### src/rtl/pcss_link_rx_if.sv
// AXI-stream beat bus carried from the PCSS link receiver toward the host.
interface pcss_link_rx_if #(
  parameter int unsigned DATA_WIDTH = 64
) ();
  logic [DATA_WIDTH-1:0]   tdata;
  logic                    tvalid;
  logic                    tlast;
  logic [DATA_WIDTH/8-1:0] tkeep;
  logic                    tready;

  modport master (output tdata, output tvalid, output tlast, output tkeep, input tready);
  modport slave  (input tdata, input tvalid, input tlast, input tkeep, output tready);
endinterface

### src/rtl/pcss_link_rx.sv
// PCSS chip-link receive endpoint: parity check, MSB-first word packing into AXIS beats,
// idle-timeout flush of partial beats, and a show-ahead beat FIFO toward the host.
module pcss_link_rx #(
  parameter int unsigned CHIPDATA_WIDTH = 16,
  parameter int unsigned DATA_WIDTH     = 64,
  parameter int unsigned FIFO_DEPTH     = 8,
  parameter int unsigned IDLE_TO        = 32
) (
  input  logic                      clk,
  input  logic                      rst_n,
  input  logic [CHIPDATA_WIDTH-1:0] recv_data_in,
  input  logic                      recv_data_valid,
  input  logic                      recv_data_par,
  output logic                      recv_data_ready,
  output logic                      recv_data_err,
  pcss_link_rx_if.master            m_axis,
  output logic [15:0]               err_cnt
);

  localparam int unsigned WPB    = DATA_WIDTH / CHIPDATA_WIDTH;
  localparam int unsigned KEEP_W = DATA_WIDTH / 8;
  localparam int unsigned BPW    = CHIPDATA_WIDTH / 8;
  localparam int unsigned WC_W   = $clog2(WPB + 1);
  localparam int unsigned IC_W   = $clog2(IDLE_TO + 1);
  localparam int unsigned PTR_W  = $clog2(FIFO_DEPTH);
  localparam int unsigned CNT_W  = $clog2(FIFO_DEPTH + 1);

  typedef struct packed {
    logic [DATA_WIDTH-1:0] data;
    logic [KEEP_W-1:0]     keep;
    logic                  last;
  } entry_t;

  logic [DATA_WIDTH-1:0] asm_q, asm_d;
  logic [WC_W-1:0]       word_cnt_q, word_cnt_d;
  logic [IC_W-1:0]       idle_cnt_q, idle_cnt_d;
  logic                  ready_q, ready_d;
  logic                  err_q, err_d;
  logic [15:0]           err_cnt_q, err_cnt_d;
  logic [PTR_W-1:0]      wr_ptr_q, rd_ptr_q;
  logic [CNT_W-1:0]      count_q, count_d;
  entry_t                mem_q [FIFO_DEPTH];
  entry_t                push_entry, rd_entry;
  logic [KEEP_W-1:0]     flush_keep;
  logic                  accept, par_ok, good, bad;
  logic                  push, pop, full, empty;

  assign accept = recv_data_valid && ready_q;
  assign par_ok = (recv_data_par == ^recv_data_in);
  assign good   = accept && par_ok;
  assign bad    = accept && !par_ok;

  assign full  = (count_q == CNT_W'(FIFO_DEPTH));
  assign empty = (count_q == '0);
  assign pop   = !empty && m_axis.tready;

  // Top BPW*word_cnt bytes are valid in a partial beat.
  always_comb begin
    flush_keep = '0;
    for (int unsigned i = 0; i < KEEP_W; i++) begin
      if (i < int'(word_cnt_q) * BPW) flush_keep[KEEP_W-1-i] = 1'b1;
    end
  end

  always_comb begin
    asm_d      = asm_q;
    word_cnt_d = word_cnt_q;
    idle_cnt_d = idle_cnt_q;
    err_d      = 1'b0;
    err_cnt_d  = err_cnt_q;
    push       = 1'b0;
    push_entry = '0;
    if (good) begin
      asm_d[(DATA_WIDTH - CHIPDATA_WIDTH) - int'(word_cnt_q) * CHIPDATA_WIDTH +: CHIPDATA_WIDTH]
          = recv_data_in;
      idle_cnt_d = '0;
      if (word_cnt_q == WC_W'(WPB - 1)) begin
        push            = 1'b1;
        push_entry.data = asm_d;
        push_entry.keep = '1;
        push_entry.last = 1'b0;
        asm_d           = '0;
        word_cnt_d      = '0;
      end else begin
        word_cnt_d = word_cnt_q + 1'b1;
      end
    end else if (bad) begin
      asm_d      = '0;
      word_cnt_d = '0;
      idle_cnt_d = '0;
      err_d      = 1'b1;
      if (err_cnt_q != 16'hFFFF) err_cnt_d = err_cnt_q + 16'd1;
    end else if (word_cnt_q != '0) begin
      if (idle_cnt_q == IC_W'(IDLE_TO)) begin
        // A full FIFO holds the flush; ready is already low so no word can race it.
        if (!full) begin
          push            = 1'b1;
          push_entry.data = asm_q;
          push_entry.keep = flush_keep;
          push_entry.last = 1'b1;
          asm_d           = '0;
          word_cnt_d      = '0;
          idle_cnt_d      = '0;
        end
      end else begin
        idle_cnt_d = idle_cnt_q + 1'b1;
      end
    end
  end

  always_comb begin
    count_d = count_q;
    if (push && !pop) count_d = count_q + 1'b1;
    else if (!push && pop) count_d = count_q - 1'b1;
  end

  // One spare slot absorbs the word accepted in the cycle ready falls.
  assign ready_d = (count_d <= CNT_W'(FIFO_DEPTH - 2));

  always_ff @(posedge clk or negedge rst_n) begin
    if (!rst_n) begin
      asm_q      <= '0;
      word_cnt_q <= '0;
      idle_cnt_q <= '0;
      ready_q    <= 1'b0;
      err_q      <= 1'b0;
      err_cnt_q  <= '0;
      wr_ptr_q   <= '0;
      rd_ptr_q   <= '0;
      count_q    <= '0;
    end else begin
      asm_q      <= asm_d;
      word_cnt_q <= word_cnt_d;
      idle_cnt_q <= idle_cnt_d;
      ready_q    <= ready_d;
      err_q      <= err_d;
      err_cnt_q  <= err_cnt_d;
      count_q    <= count_d;
      if (push) wr_ptr_q <= wr_ptr_q + 1'b1;
      if (pop)  rd_ptr_q <= rd_ptr_q + 1'b1;
    end
  end

  always_ff @(posedge clk) begin
    if (push) mem_q[wr_ptr_q] <= push_entry;
  end

  assign rd_entry = mem_q[rd_ptr_q];

  assign m_axis.tvalid   = !empty;
  assign m_axis.tdata    = empty ? '0 : rd_entry.data;
  assign m_axis.tkeep    = empty ? '0 : rd_entry.keep;
  assign m_axis.tlast    = empty ? 1'b0 : rd_entry.last;
  assign recv_data_ready = ready_q;
  assign recv_data_err   = err_q;
  assign err_cnt         = err_cnt_q;

endmodule

### src/flat_wrapper.sv
// flat-port wrapper written by rule: the top's interface ports become plain ports
module pcss_link_rx_flat 
#(
  parameter int unsigned CHIPDATA_WIDTH = 16,
  parameter int unsigned DATA_WIDTH     = 64,
  parameter int unsigned FIFO_DEPTH     = 8,
  parameter int unsigned IDLE_TO        = 32
)
  (clk, rst_n, recv_data_in, recv_data_valid, recv_data_par, recv_data_ready, recv_data_err, err_cnt, m_axis_tdata, m_axis_tvalid, m_axis_tlast, m_axis_tkeep, m_axis_tready);
  pcss_link_rx_if #(.DATA_WIDTH(DATA_WIDTH)) m_axis_i ();
  input  logic clk;
  input  logic rst_n;
  input  logic [CHIPDATA_WIDTH-1:0] recv_data_in;
  input  logic recv_data_valid;
  input  logic recv_data_par;
  output logic recv_data_ready;
  output logic recv_data_err;
  output logic [15:0] err_cnt;
  output wire logic [$bits(m_axis_i.tdata)-1:0] m_axis_tdata;
  output wire logic [$bits(m_axis_i.tvalid)-1:0] m_axis_tvalid;
  output wire logic [$bits(m_axis_i.tlast)-1:0] m_axis_tlast;
  output wire logic [$bits(m_axis_i.tkeep)-1:0] m_axis_tkeep;
  input wire logic [$bits(m_axis_i.tready)-1:0] m_axis_tready;
  assign m_axis_tdata = m_axis_i.tdata;
  assign m_axis_tvalid = m_axis_i.tvalid;
  assign m_axis_tlast = m_axis_i.tlast;
  assign m_axis_tkeep = m_axis_i.tkeep;
  assign m_axis_i.tready = m_axis_tready;
  pcss_link_rx #(.CHIPDATA_WIDTH(CHIPDATA_WIDTH), .DATA_WIDTH(DATA_WIDTH), .FIFO_DEPTH(FIFO_DEPTH), .IDLE_TO(IDLE_TO)) u_core (.clk(clk), .rst_n(rst_n), .recv_data_in(recv_data_in), .recv_data_valid(recv_data_valid), .recv_data_par(recv_data_par), .recv_data_ready(recv_data_ready), .recv_data_err(recv_data_err), .m_axis(m_axis_i), .err_cnt(err_cnt));
endmodule
### config.mk
export PLATFORM = sky130hd
export DESIGN_NAME = pcss_link_rx_flat
export DESIGN_NICKNAME = d
export VERILOG_FILES = /design/src/rtl/pcss_link_rx_if.sv /design/src/rtl/pcss_link_rx.sv /design/src/flat_wrapper.sv
export SDC_FILE = /design/constraint.sdc
export NUM_CORES = 1
export LEC_CHECK = 0
export ABC_AREA = 1
export BUFFER_PORTS_ARGS = -buffer_cell sky130_fd_sc_hd__buf_2
export CAP_MARGIN = 25
export CELL_PAD_IN_SITES_DETAIL_PLACEMENT = 0
export CELL_PAD_IN_SITES_GLOBAL_PLACEMENT = 2
export CORE_UTILIZATION = 45
export CTS_CLUSTER_DIAMETER = 80
export CTS_CLUSTER_SIZE = 12
export DETAILED_ROUTE_END_ITERATION = 8
export PLACE_DENSITY = 0.95
export SYNTH_ARGS = -nofsm -noshare
export SYNTH_HDL_FRONTEND = slang
export SYNTH_SLANG_ARGS = --single-unit
### constraint.sdc
create_clock -name clk -period 9.47 [get_ports clk]
set_input_delay 0.947 -clock clk [delete_from_list [all_inputs] [get_ports clk]]
set_output_delay 0.947 -clock clk [all_outputs]
set_load 0.1 [all_outputs]
# [Word level (Yosys, flattened, before mapping)]
# Memory sizes are Yosys's and may differ from the RTL's.
# Index checks and enable logic that the tools add are counted.
[word_totals] n_memories=1 register_bits=101 input_bits=21 ram_bits=584 output_inout_bits=92
[mem_list] memory="u_core.mem_q" depth=8 width=73 read_ports=1 rd_clocked_by_memory_dff=0 write_ports=1 line="pcss_link_rx.sv:42" rtl="entry_t mem_q [FIFO_DEPTH];"
[classes] n_shift=2 addsub=9 magnitude_cmp=9 bitwise_logic=1 mux=47 n_reduce_logical=18 eq_ne=7
[op_table] cell="2-to-1 mux 64 bit" count=7
[op_table] cell="2-to-1 mux 73 bit" count=6
[op_table] cell="bitwise mux 64 bit" count=1
[op_table] cell="variable shift 16 x 34 -> 64 bit, first input constant" count=1
[op_table] cell="variable part select 16 x 34 -> 64 bit" count=1
[op_table] cell="negator 32 -> 34 bit" count=1
[op_table] cell="2-to-1 mux 6 bit" count=5
[op_table] cell="2-to-1 mux 1 bit" count=19
[op_table] cell="2-to-1 mux 3 bit" count=6
[op_table] cell="adder 16 x 1 -> 16 bit, second input constant" count=1
[op_table] cell="less-than comparator 3 x 4 -> 1 bit, first input constant" count=4
[op_table] cell="!= test 16 bit, second input constant" count=1
[op_table] cell="parity 16 bit" count=1
[op_table] cell="adder 3 x 1 -> 3 bit, second input constant" count=3
[op_table] cell="nonzero test 3 bit" count=3
[op_table] cell="less-than comparator 1 x 4 -> 1 bit, first input constant" count=2
[op_table] cell="less-than comparator 2 x 4 -> 1 bit, first input constant" count=2
[op_table] cell="2-to-1 mux 4 bit" count=2
[op_table] cell="2-to-1 mux 8 bit" count=1
[op_table] cell="subtractor 6 x 7 -> 8 bit, first input constant" count=1
[op_table] cell="adder 6 x 1 -> 6 bit, second input constant" count=1
[op_table] cell="equality test 6 bit, second input constant" count=1
[op_table] cell="logical AND 1 bit" count=6
[op_table] cell="AND reduction 3 bit" count=2
[op_table] cell="other kinds (12)" count=15

# [Logic depth before layout (Yosys ltp)]
# Gate-level depths: netlist of the first run.
[depth] ltp_word=11 ltp_mapped=20 ltp_nobuf=20

# [Least setup slack after synthesis of the first run]
# OpenSTA, ideal clock, no wires.
[synth_timing] kind="in2reg" from="in recv_data_valid" to="mem u_core.mem_q[0][0] (netlist bit) (enable)" path_stages=8 arrival_time_ns=5.093 n_path_buf=0 setup_time_ns=0.496 required_time_ns=8.974 slack_ns=3.881 path_cell_list="nand2_1 inv_1 nor2_1 inv_1 nand2_4 inv_2 or2_1 nor2_1"
[synth_between] elab_chain_len=6
[synth_rtl] element="start, declared" line="flat_wrapper.sv:14" rtl="input logic recv_data_valid;"
[synth_rtl] element="logical AND 1 bit *" line="pcss_link_rx.sv:48" rtl="assign accept = recv_data_valid && ready_q;"
[synth_rtl] element="logical AND 1 bit" line="pcss_link_rx.sv:51" rtl="assign bad = accept && !par_ok;"
[synth_rtl] element="2-to-1 mux 1 bit" line="pcss_link_rx.sv:87" rtl="end else if (bad) begin"
[synth_rtl] element="2-to-1 mux 1 bit *" line="pcss_link_rx.sv:73" rtl="if (good) begin"
[synth_rtl] element="2-to-1 mux 1 bit *" line="pcss_link_rx.sv:145" rtl="if (push) mem_q[wr_ptr_q] <= push_entry;"
[synth_rtl] element="2-to-1 mux 1 bit (implied by the code) *" line="pcss_link_rx.sv:145"
[synth_rtl] element="end, declared" line="pcss_link_rx.sv:42"
# Mark *: on every way between the ends. The rest lies on a longest branch, timed or not.

# [Final worst setup path of the first run]
[layout_timing] from="reg u_core.rd_ptr_q[1]" to="out m_axis_tdata[48]"
[layout_between] elab_chain_len=2
[layout_rtl] element="start, declared" line="pcss_link_rx.sv:40" rtl="logic [PTR_W-1:0] wr_ptr_q, rd_ptr_q;"
[layout_rtl] element="start signal, assigned" line="pcss_link_rx.sv:140" rtl="if (pop) rd_ptr_q <= rd_ptr_q + 1'b1;"
[layout_rtl] element="memory read (8 x 73 bit)"
[layout_rtl] element="2-to-1 mux 64 bit" line="pcss_link_rx.sv:151" rtl="assign m_axis.tdata = empty ? '0 : rd_entry.data;"
[layout_rtl] element="end, declared" line="flat_wrapper.sv:19" rtl="output wire logic [$bits(m_axis_i.tdata)-1:0] m_axis_tdata;"
# No other way between the ends.

==> results of run 1 <==
==> per-layer routing <==
metal / GRT usage (%) / routed length [um] / vias to the layer above
li1: - / - / 8529
met1: 31.30 / 29810 / 9195
met2: 37.28 / 33550 / 720
met3: 4.660 / 5486 / 99
met4: 7.885 / 1858 / 4
met5: 0 / 27 / -
==> layout by cell type, fill, tap and decap left out, types with 47 or more instances in the layout <==
master | Yosys | routed
a31oi_1 | 70 | 70
buf_2 | 25 | 111
clkbuf_1 | 112 | 47
clkbuf_16 | 0 | 61
dfrtp_1 | 101 | 99
edfxtp_1 | 552 | 552
inv_1 | 109 | 104
nand2_1 | 169 | 168
nor2_1 | 445 | 436
o21ai_0 | 409 | 409
o22ai_1 | 199 | 199
==> registers in the layout, summed over array words and instances (netlist names) <==
register and cells:
u_core.mem_q 552, u_core.asm_q 64, u_core.err_cnt 16, u_core.idle_cnt_q 6, u_core.count_q 4, u_core.rd_ptr_q 3
u_core.word_cnt_q 3, u_core.wr_ptr_q 3, u_core.recv_data_err 1, u_core.recv_data_ready 1
==> cell usage after synthesis (all sizes together), types with 7 or more instances <==
cell,n
nand3,18
inv,114
buf,47
nor3,9
xnor2,14
xor2,20
dfrtp,101
clkbuf,112
nand2,174
nor2,446
ha,15
a21oi,9
a31oi,70
o21ai,416
edfxtp,552
nand4,7
o22ai,199
==> metrics by stage <==
stage,hold slack [ns],utilization [%],cell area (um^2),instances
final,0.3843,51.02,30280,3214
after global routing,0.4171,51.02,30280,3214
after CTS,0.3991,50.72,30110,3203
after detailed placement,0.4971,47.77,28350,3092
after global placement,0.4860,47.71,28320,3088
after floorplan,0.4897,-,27140,2335
==> final cells by class <==
| class | count | share of cell area [%] |
|---|---|---|
| timing repair buffer | 153 | 3.231 |
| clock buffer | 108 | 5.623 |
| inverter | 115 | 1.463 |
| antenna | 1 | 0.008263 |
| clock inverter | 3 | 0.1570 |
| multi-input combinational | 1408 | 23.22 |
| tap | 773 | 3.194 |
| sequential | 653 | 63.11 |
==> critical path, delay by kind of cell, from the launching register on <==
family | cells | cell delay [ns]
buffers and inverters | 4 | 2.20
flip-flops | 1 | 0.77
AO/OA/AOI/OAI | 4 | 0.96
==> worst min-delay path by stage <==
| stage | start | to | slack (ns) |
|---|---|---|---|
| floorplan | u_core.wr_ptr_q[0]$_DFFE_PN0P_ | u_core.wr_ptr_q[0]$_DFFE_PN0P_ | 0.49 |
| global placement | u_core.err_cnt[4]$_DFFE_PN0P_ | u_core.err_cnt[4]$_DFFE_PN0P_ | 0.49 |
| detailed placement | u_core.err_cnt[4]$_DFFE_PN0P_ | u_core.err_cnt[4]$_DFFE_PN0P_ | 0.50 |
| CTS | rst_n | u_core.err_cnt[0]$_DFFE_PN0P_ | 0.40 |
| global route | rst_n | u_core.asm_q[41]$_DFFE_PN0P_ | 0.42 |
| finish | rst_n | u_core.asm_q[41]$_DFFE_PN0P_ | 0.38 |
==> kinds of logic (layout without fill, tap and decap cells) <==
kind of cell / count (synthesis) / after routing
AOI/OAI and AO/OA: 695 / 695
xor gates and xnor gates: 34 / 34
adders and majority gates: 15 / 15
buffers and inverters: 274 / 379
DFF: 653 / 653
other: 0 / 1
and+or+nand+nor: 664 / 664
==> flow_summary.yaml, run 1 <==
clock_tree:
  cts_max_level: 2
  numClockSinks: 653
  cts_tree: "built"
  ctsHoldBuffers: 0
  post_cts_buffers: 0
  numCtsBuffers: 60
  cts_root_buf: "clkbuf_16"
  clkTransAtPathRegs_ns: 0.06
  clockBufferDepth: 3
  cts_resized: 0
  clock_latency_ns: 0.64
place:
  gp_congestion: 0.8244
  post-place-ws_ns: 4.393
  port-buffer-count: 112
  dp_hpwl_mm: 40.83
critical_path:
  arrival_ns: 4.66
  crit_end: "m_axis_tdata[48]"
  critPathLaunchType: "register"
  startpoint: "u_core.rd_ptr_q[1]$_DFFE_PN0P_"
  cp_cell_sequence: "inv_4, buf_4, buf_4, o21ai_0, o22ai_1, o21ai_0, a31oi_1, buf_2"
  crit_required_ns: 8.52
  r2r-end: "u_core.mem_q[0][29]$_DFFE_PP_"
  crit_path_end_kind: "output pin"
  rr_startpoint: "u_core.count_q[0]$_DFF_PN0_"
  reg2reg_slack_ns: 4.77
  cp_slowest_cell: "dfrtp_4"
  rr_worst_depth: 14
  max_stage_delay_ns: 0.77
  crit_fanout: 62
  path_class: "reg -> out"
routing:
  firstDrtPassIters: 7
  wl_mm: 70.73
  drc: 0
  wl_per_cell_um: 22.01
  dr_total_vias: 18550
  routed_via_density: 5.771
  ant_nets: 0
  drtIter0Drc: 1869
floorplan:
  pin_count: 113
  initial_utilization_pct: 45.73
  core_area_um2: 59350
  die_y_um: 247.6
  dieArea_um2: 61300
  rows: 89
  die_x_um: 247.6
sta:
  max_slew_margin_pct: 21.86
  period_share_pct: 59.22
  setup_viol: 0
  fin_crit_ns: 5.608
  max_freq_mhz: 178.3
  rsz0062_at_grt: "no"
  worst_slack_ns: 3.862
  clock_skew_ns: 0.05043
  setup_tns_ns: 0
  worstMarginPinSlew_ns: 1.172
  hold_violations: 0
  final_max_slew_viol_count: 0
synthesis:
  synth.avg_cell_area_um2: 11.62
  synthArstFlopShare_pct: 15.47
  synth.area.top_cells: "edfxtp_1 (61%), dfrtp_1 (9.3%), o21ai_0 (7.5%)"
  synth_fp_nets: 2371
  synth_edf_count: 552
  synth_compound_area_share_pct: 14.08
  ys_ff_latch: 653
  syn_area_um2: 27140
  synth_xor_area_share_pct: 1.097
  ys.flop_type: "edfxtp_1"
  yosys.area_share.adder_pct: 0.6915
  synth_top_family_by_area: "compound AO/OA/AOI/OAI gates"
  yosysWarnings: 0
  syn-instance-count: 2335
  seq_area_frac_synth_pct: 70.39
  synthDistinctLibCells: 36
  yosys-mux-area-fraction_pct: 0
  yosys.area_share.simple_pct: 9.778
  yosysTopAreaCell: "edfxtp_1"
  synth_top_area_share_pct: 61.08
global_routing:
  grt_pass1_vias: 17910
  grt_max_degree: 107
  grt.overflow.total: 0
  antenna_found_initial: 5
  grtUsageTotal_pct: 23.12
  grt_pass1_wl_mm: 107.2
layout:
  final_nets: 2427
  area_growth_pct: 11.58
  ff_latch_area_um2: 19110
  multi_input_area_um2: 7030
  drive_gt1_share_pct: 10.49
  n_fill_cell: 5027
run_status:
  status: "finished, final reports clean"
flow_run:
  cap_viol_max_count: 0
hold_path:
  hold_path.class: "in -> async"
Power of run 1 is not shown: default switching activity piles up to over one toggle a cycle in this logic, so the estimate is an artifact.
==> inputs of run 2 (changes only) <==
- CORE_UTILIZATION: 45 -> 38
- PLACE_DENSITY: 0.95 -> 0.86
- clock period: 9.47 -> 4.9 ns (I/O delays scaled with it)
==> flow_summary.yaml, run 2 (synthesis gave the netlist of run 1 again) <==
clock_tree:
  numClockSinks: 653
  clock_latency_ns: 0.62
  cts_root_buf: "clkbuf_16"
  cts_tree: "built"
  cts_resized: 0
  numCtsBuffers: 60
  post_cts_buffers: 0
  cts_max_level: 2
  clockBufferDepth: 3
  clkTransAtPathRegs_ns: 0.06
sta:
  max_freq_mhz: 248.5
  worst_slack_ns: 0.8759
  fin_crit_ns: 4.024
  max_slew_margin_pct: 32.96
  setup_tns_ns: 0
  rsz0062_at_grt: "no"
  worstMarginPinSlew_ns: 1.004
  final_max_slew_viol_count: 0
  hold_violations: 0
  clock_skew_ns: 0.01631
  period_share_pct: 82.13
  setup_viol: 0
global_routing:
  antenna_found_initial: 8
  grtUsageTotal_pct: 19.39
  grt.overflow.total: 0
  grt_pass1_wl_mm: 108.6
  grt_pass1_vias: 17970
  grt_max_degree: 143
floorplan:
  pin_count: 113
  die_x_um: 269.2
  initial_utilization_pct: 38.55
  dieArea_um2: 72490
  core_area_um2: 70390
  die_y_um: 269.2
  rows: 97
critical_path:
  crit_path_end_kind: "output pin"
  crit_family: "buffers and inverters"
  arrival_ns: 3.53
  r2r-end: "u_core.mem_q[1][16]$_DFFE_PP_"
  rr_worst_depth: 12
  path_class: "reg -> out"
  critPathBufInv: 3
  critPathLaunchType: "register"
  reg2reg_slack_ns: 1.14
  crit_required_ns: 4.41
  max_stage_delay_ns: 0.67
  cp_cell_sequence: "inv_6, buf_12, nor2_1, o22ai_1, o21ai_0, a31oi_1, buf_2"
  cp_slowest_cell: "dfrtp_4"
  rr_startpoint: "u_core.word_cnt_q[2]$_DFFE_PN0P_"
  crit_fanout: 99
layout:
  largest_register_ff_count: 552
  drive_gt1_share_pct: 10.41
  mostFrequentLayoutCells: "edfxtp_1 (552), nor2_1 (436), o21ai_0 (409)"
  design_area_um2: 30600
  final_nets: 2426
  top_register: "u_core.mem_q"
  final_cells: 3383
  layout_commonest_cell: "edfxtp_1"
  area_growth_pct: 12.75
hold_path:
  holdPathEnd: "u_core.rd_ptr_q[0]$_DFFE_PN0P_"
  whs_path_depth: 3
  worstHoldStart: "m_axis_tready"
  hold_path.class: "in -> reg"
routing:
  drc: 0
  wl_per_cell_um: 21.11
  routed_via_density: 5.414
  ant_nets: 0
  dr_total_vias: 18320
  wl_mm: 71.41
  drtIter0Drc: 1554
  firstDrtPassIters: 5
place:
  port-buffer-count: 112
  post-place-ws_ns: 1.238
  gp_congestion: 0.7938
  dp_hpwl_mm: 38.87
  dp_cells: 3266
  dpl_cell_area_um2: 28790
flow_run:
  cap_viol_max_count: 0
run_status:
  status: "finished, final reports clean"
==> run 2: cell count changes in the layout (fill, tap and decap cells not counted), sizes merged <==
cell,previous run,this run
clkbuf,108,112
inv,116,114
dlygate4sd3,0,1
diode,1,2
buf,153,151
==> run 2: worst register-to-register path: stages, from the launching register on <==
cell	delay (ns)
dfrtp_1	0.47
nor3_1	0.31
inv_1	0.11
ha_1	0.31
inv_2	0.29
a21oi_1	0.11
nor4_1	0.21
nand2_1	0.10
or4_1	0.66
buf_16	0.27
nand2_1	0.08
o21ai_0	0.11
o22ai_1	0.45
==> run 2: per-stage QoR <==
stage          hold WS (ns)  utilization (%)
3_3_place_gp         0.4954            40.86
6_report             0.2261            43.47
2_1_floorplan        0.1944                -
4_1_cts              0.2077            43.42
5_1_grt              0.2434            43.47
3_5_place_dp         0.4969            40.90
==> run 2: final cells by class <==
type	count	area, um^2
antenna	2	5.005
clock inverter	1	20.02
multi-input combinational	1408	7038
fill	6512	39790
sequential	653	19110
clock buffer	112	1749
timing repair buffer	152	1056
inverter	115	444.2
tap	940	1176
==> run 2: worst max path at each step <==
stage | startpoint | to | slack [ns] | depth (start not counted)
2_1_floorplan | u_core.recv_data_ready$_DFF_PN0_ | u_core.mem_q[0][0]$_DFFE_PP_ | -0.65 | 8
3_3_place_gp | u_core.word_cnt_q[2]$_DFFE_PN0P_ | u_core.mem_q[7][17]$_DFFE_PP_ | 1.03 | 10
3_5_place_dp | u_core.word_cnt_q[2]$_DFFE_PN0P_ | u_core.mem_q[5][19]$_DFFE_PP_ | 1.24 | 12
4_1_cts | u_core.rd_ptr_q[0]$_DFFE_PN0P_ | m_axis_tdata[14] | 0.65 | 6
5_1_grt | u_core.rd_ptr_q[0]$_DFFE_PN0P_ | m_axis_tdata[15] | 0.61 | 7
6_report | u_core.rd_ptr_q[0]$_DFFE_PN0P_ | m_axis_tdata[14] | 0.88 | 7
==> run 2: metal layers <==
layer / up-vias / GRT usage, % / part of all wire, %
li1: 8539 / - / -
met1: 9156 / 25.62 / 43
met2: 497 / 32.78 / 48
met3: 114 / 3.571 / 6.4
met4: 10 / 5.068 / 2.1
met5: - / 0 / 0.090
==> run 2: repair_timing <==
action | in CTS | in global routing
hold buffers | 1 | 0
endpoints found under the setup margin | 0 | 0
hold endpoints to repair | 49 | 0
Power of run 2 is left out for the same reason.
==> inputs of run 3 (changes only) <==
- clock period: 4.9 -> 3.4 ns (I/O delays scaled with it)
==> flow_summary.yaml, run 3 (synthesis gave the netlist of run 1 again) <==
place:
  port-buffer-count: 112
  dp_hpwl_mm: 39.86
  dp_cells: 3290
  gp_congestion: 0.7750
  dpl_cell_area_um2: 30290
clock_tree:
  numClockSinks: 653
  clkTransAtPathRegs_ns: 0.06
  clockBufferDepth: 3
  numCtsBuffers: 60
  cts_max_level: 2
  cts_root_buf: "clkbuf_16"
  cts_tree: "built"
  clock_latency_ns: 0.65
global_routing:
  grt_max_degree: 141
  grt_pass1_wl_mm: 109.7
  antenna_found_initial: 6
  grtUsageTotal_pct: 19.68
  grt_pass1_vias: 18190
  grt.overflow.total: 0
critical_path:
  reg2reg_slack_ns: 0.24
  crit_fanout: 56
  path_class: "reg -> out"
  cp_slowest_cell: "dfrtp_4"
  crit_path_end_kind: "output pin"
  crit_family: "buffers and inverters"
  rr_worst_depth: 14
  r2r-end: "u_core.mem_q[4][42]$_DFFE_PP_"
  cp_cell_sequence: "inv_6, buf_12, nor2_1, o22ai_1, o21ai_0, a31oi_2, buf_2"
  crit_required_ns: 3.06
  arrival_ns: 2.91
  max_stage_delay_ns: 0.53
  critPathBufInv: 3
  rr_startpoint: "u_core.word_cnt_q[0]$_DFFE_PN0P_"
  critPathLaunchType: "register"
sta:
  period_share_pct: 95.57
  max_freq_mhz: 307.8
  worstMarginPinSlew_ns: 0.9537
  hold_violations: 0
  setup_tns_ns: 0
  fin_crit_ns: 3.249
  setup_viol: 0
  rsz0062_at_grt: "no"
  hold_slack_ns: 0.1225
  max_slew_margin_pct: 36.42
  clock_skew_ns: 0.03134
  final_max_slew_viol_count: 0
flow_run:
  cap_viol_max_count: 0
routing:
  dr_total_vias: 18560
  wl_mm: 73.19
  wl_met1_mm: 31.15
  ant_nets: 0
  met3WireLength_mm: 4.891
  wl_met2_mm: 35.23
  topRoutingLayerUsed: "met5"
  firstDrtPassIters: 5
  drc: 0
  wl_per_cell_um: 21.44
  routed_via_density: 5.437
  drtIter0Drc: 1603
layout:
  largest_register_ff_count: 552
  n_fill_cell: 6348
  area_growth_pct: 19.04
  layout_commonest_cell: "edfxtp_1"
  multi_input_area_um2: 7597
  top_register: "u_core.mem_q"
  design_area_um2: 32310
  final_cells: 3414
  ff_latch_area_um2: 19110
  drive_gt1_share_pct: 14.96
  final_nets: 2458
  mostFrequentLayoutCells: "edfxtp_1 (552), nor2_1 (435), o21ai_0 (409)"
hold_path:
  hold_path.class: "in -> reg"
  whs_path_depth: 3
  worstHoldStart: "recv_data_valid"
  holdPathEnd: "u_core.recv_data_err$_DFF_PN0_"
floorplan:
  core_area_um2: 70390
  initial_utilization_pct: 38.55
  dieArea_um2: 72490
  rows: 97
  die_y_um: 269.2
  die_x_um: 269.2
  pin_count: 113
run_status:
  status: "finished, final reports clean"
## run 3: cell type report
type                            instances  share of cell area [%]
Sequential cell                       653                   59.16
Tap cell                              940                   3.640
Inverter                              115                   1.379
Clock buffer                          109                   5.283
Multi-Input combinational cell       1408                   23.52
Timing Repair Buffer                  184                   6.766
Antenna cell                            1                0.007746
Clock inverter                          4                  0.2517
## run 3: timing repair
item	in CTS	in global routing
setup endpoints to repair	37	119
gates resized for setup	5	21
endpoints found under the hold margin	24	0
setup buffers	4	4
hold buffers	1	0
gates cloned	0	1
## run 3: how the worst max path moves through the flow
stage / depth (start not counted) / end / slack, ns / startpoint
final: 7 / m_axis_tdata[34] / 0.15 / u_core.rd_ptr_q[0]$_DFFE_PN0P_
after global routing: 9 / m_axis_tdata[33] / 0.002 / u_core.count_q[0]$_DFF_PN0_
after CTS: 8 / m_axis_tdata[22] / 0.007 / u_core.rd_ptr_q[1]$_DFFE_PN0P_
after detailed placement: 12 / u_core.mem_q[2][55]$_DFFE_PP_ / 0.21 / u_core.word_cnt_q[0]$_DFFE_PN0P_
after global placement: 12 / u_core.mem_q[4][55]$_DFFE_PP_ / 0.34 / u_core.word_cnt_q[0]$_DFFE_PN0P_
after floorplan: 10 / m_axis_tkeep[1] / 0.03 / u_core.rd_ptr_q[0]$_DFFE_PN0P_
## run 3: worst register-to-register path, stage by stage, from the launching register on
cell and delay (ns):
dfrtp_1 0.38, inv_1 0.11, nor3_1 0.25, inv_1 0.11, ha_1 0.32, inv_2 0.08
a21oi_1 0.06, nor4_1 0.20, nand2_1 0.10, nor3_1 0.41, inv_1 0.08, buf_4 0.22
nand2_1 0.07, o21ai_0 0.10, o22ai_1 0.42
## run 3: layer usage
layer | vias to the layer above | track usage [%]
li1 | 8587 | -
met1 | 9244 | 25.75
met2 | 610 | 32.84
met3 | 109 | 3.731
met4 | 12 | 6.496
met5 | - | 0
## run 3: per-stage QoR
step | worst slack [ns] | utilization, %
2_1_floorplan | 0.03003 | -
5_1_grt | 0.001785 | 45.89
6_report | 0.1506 | 45.90
4_1_cts | 0.007434 | 45.66
3_3_place_gp | 0.3382 | 43.03
3_5_place_dp | 0.2095 | 43.03
Power of run 3 is left out for the same reason.
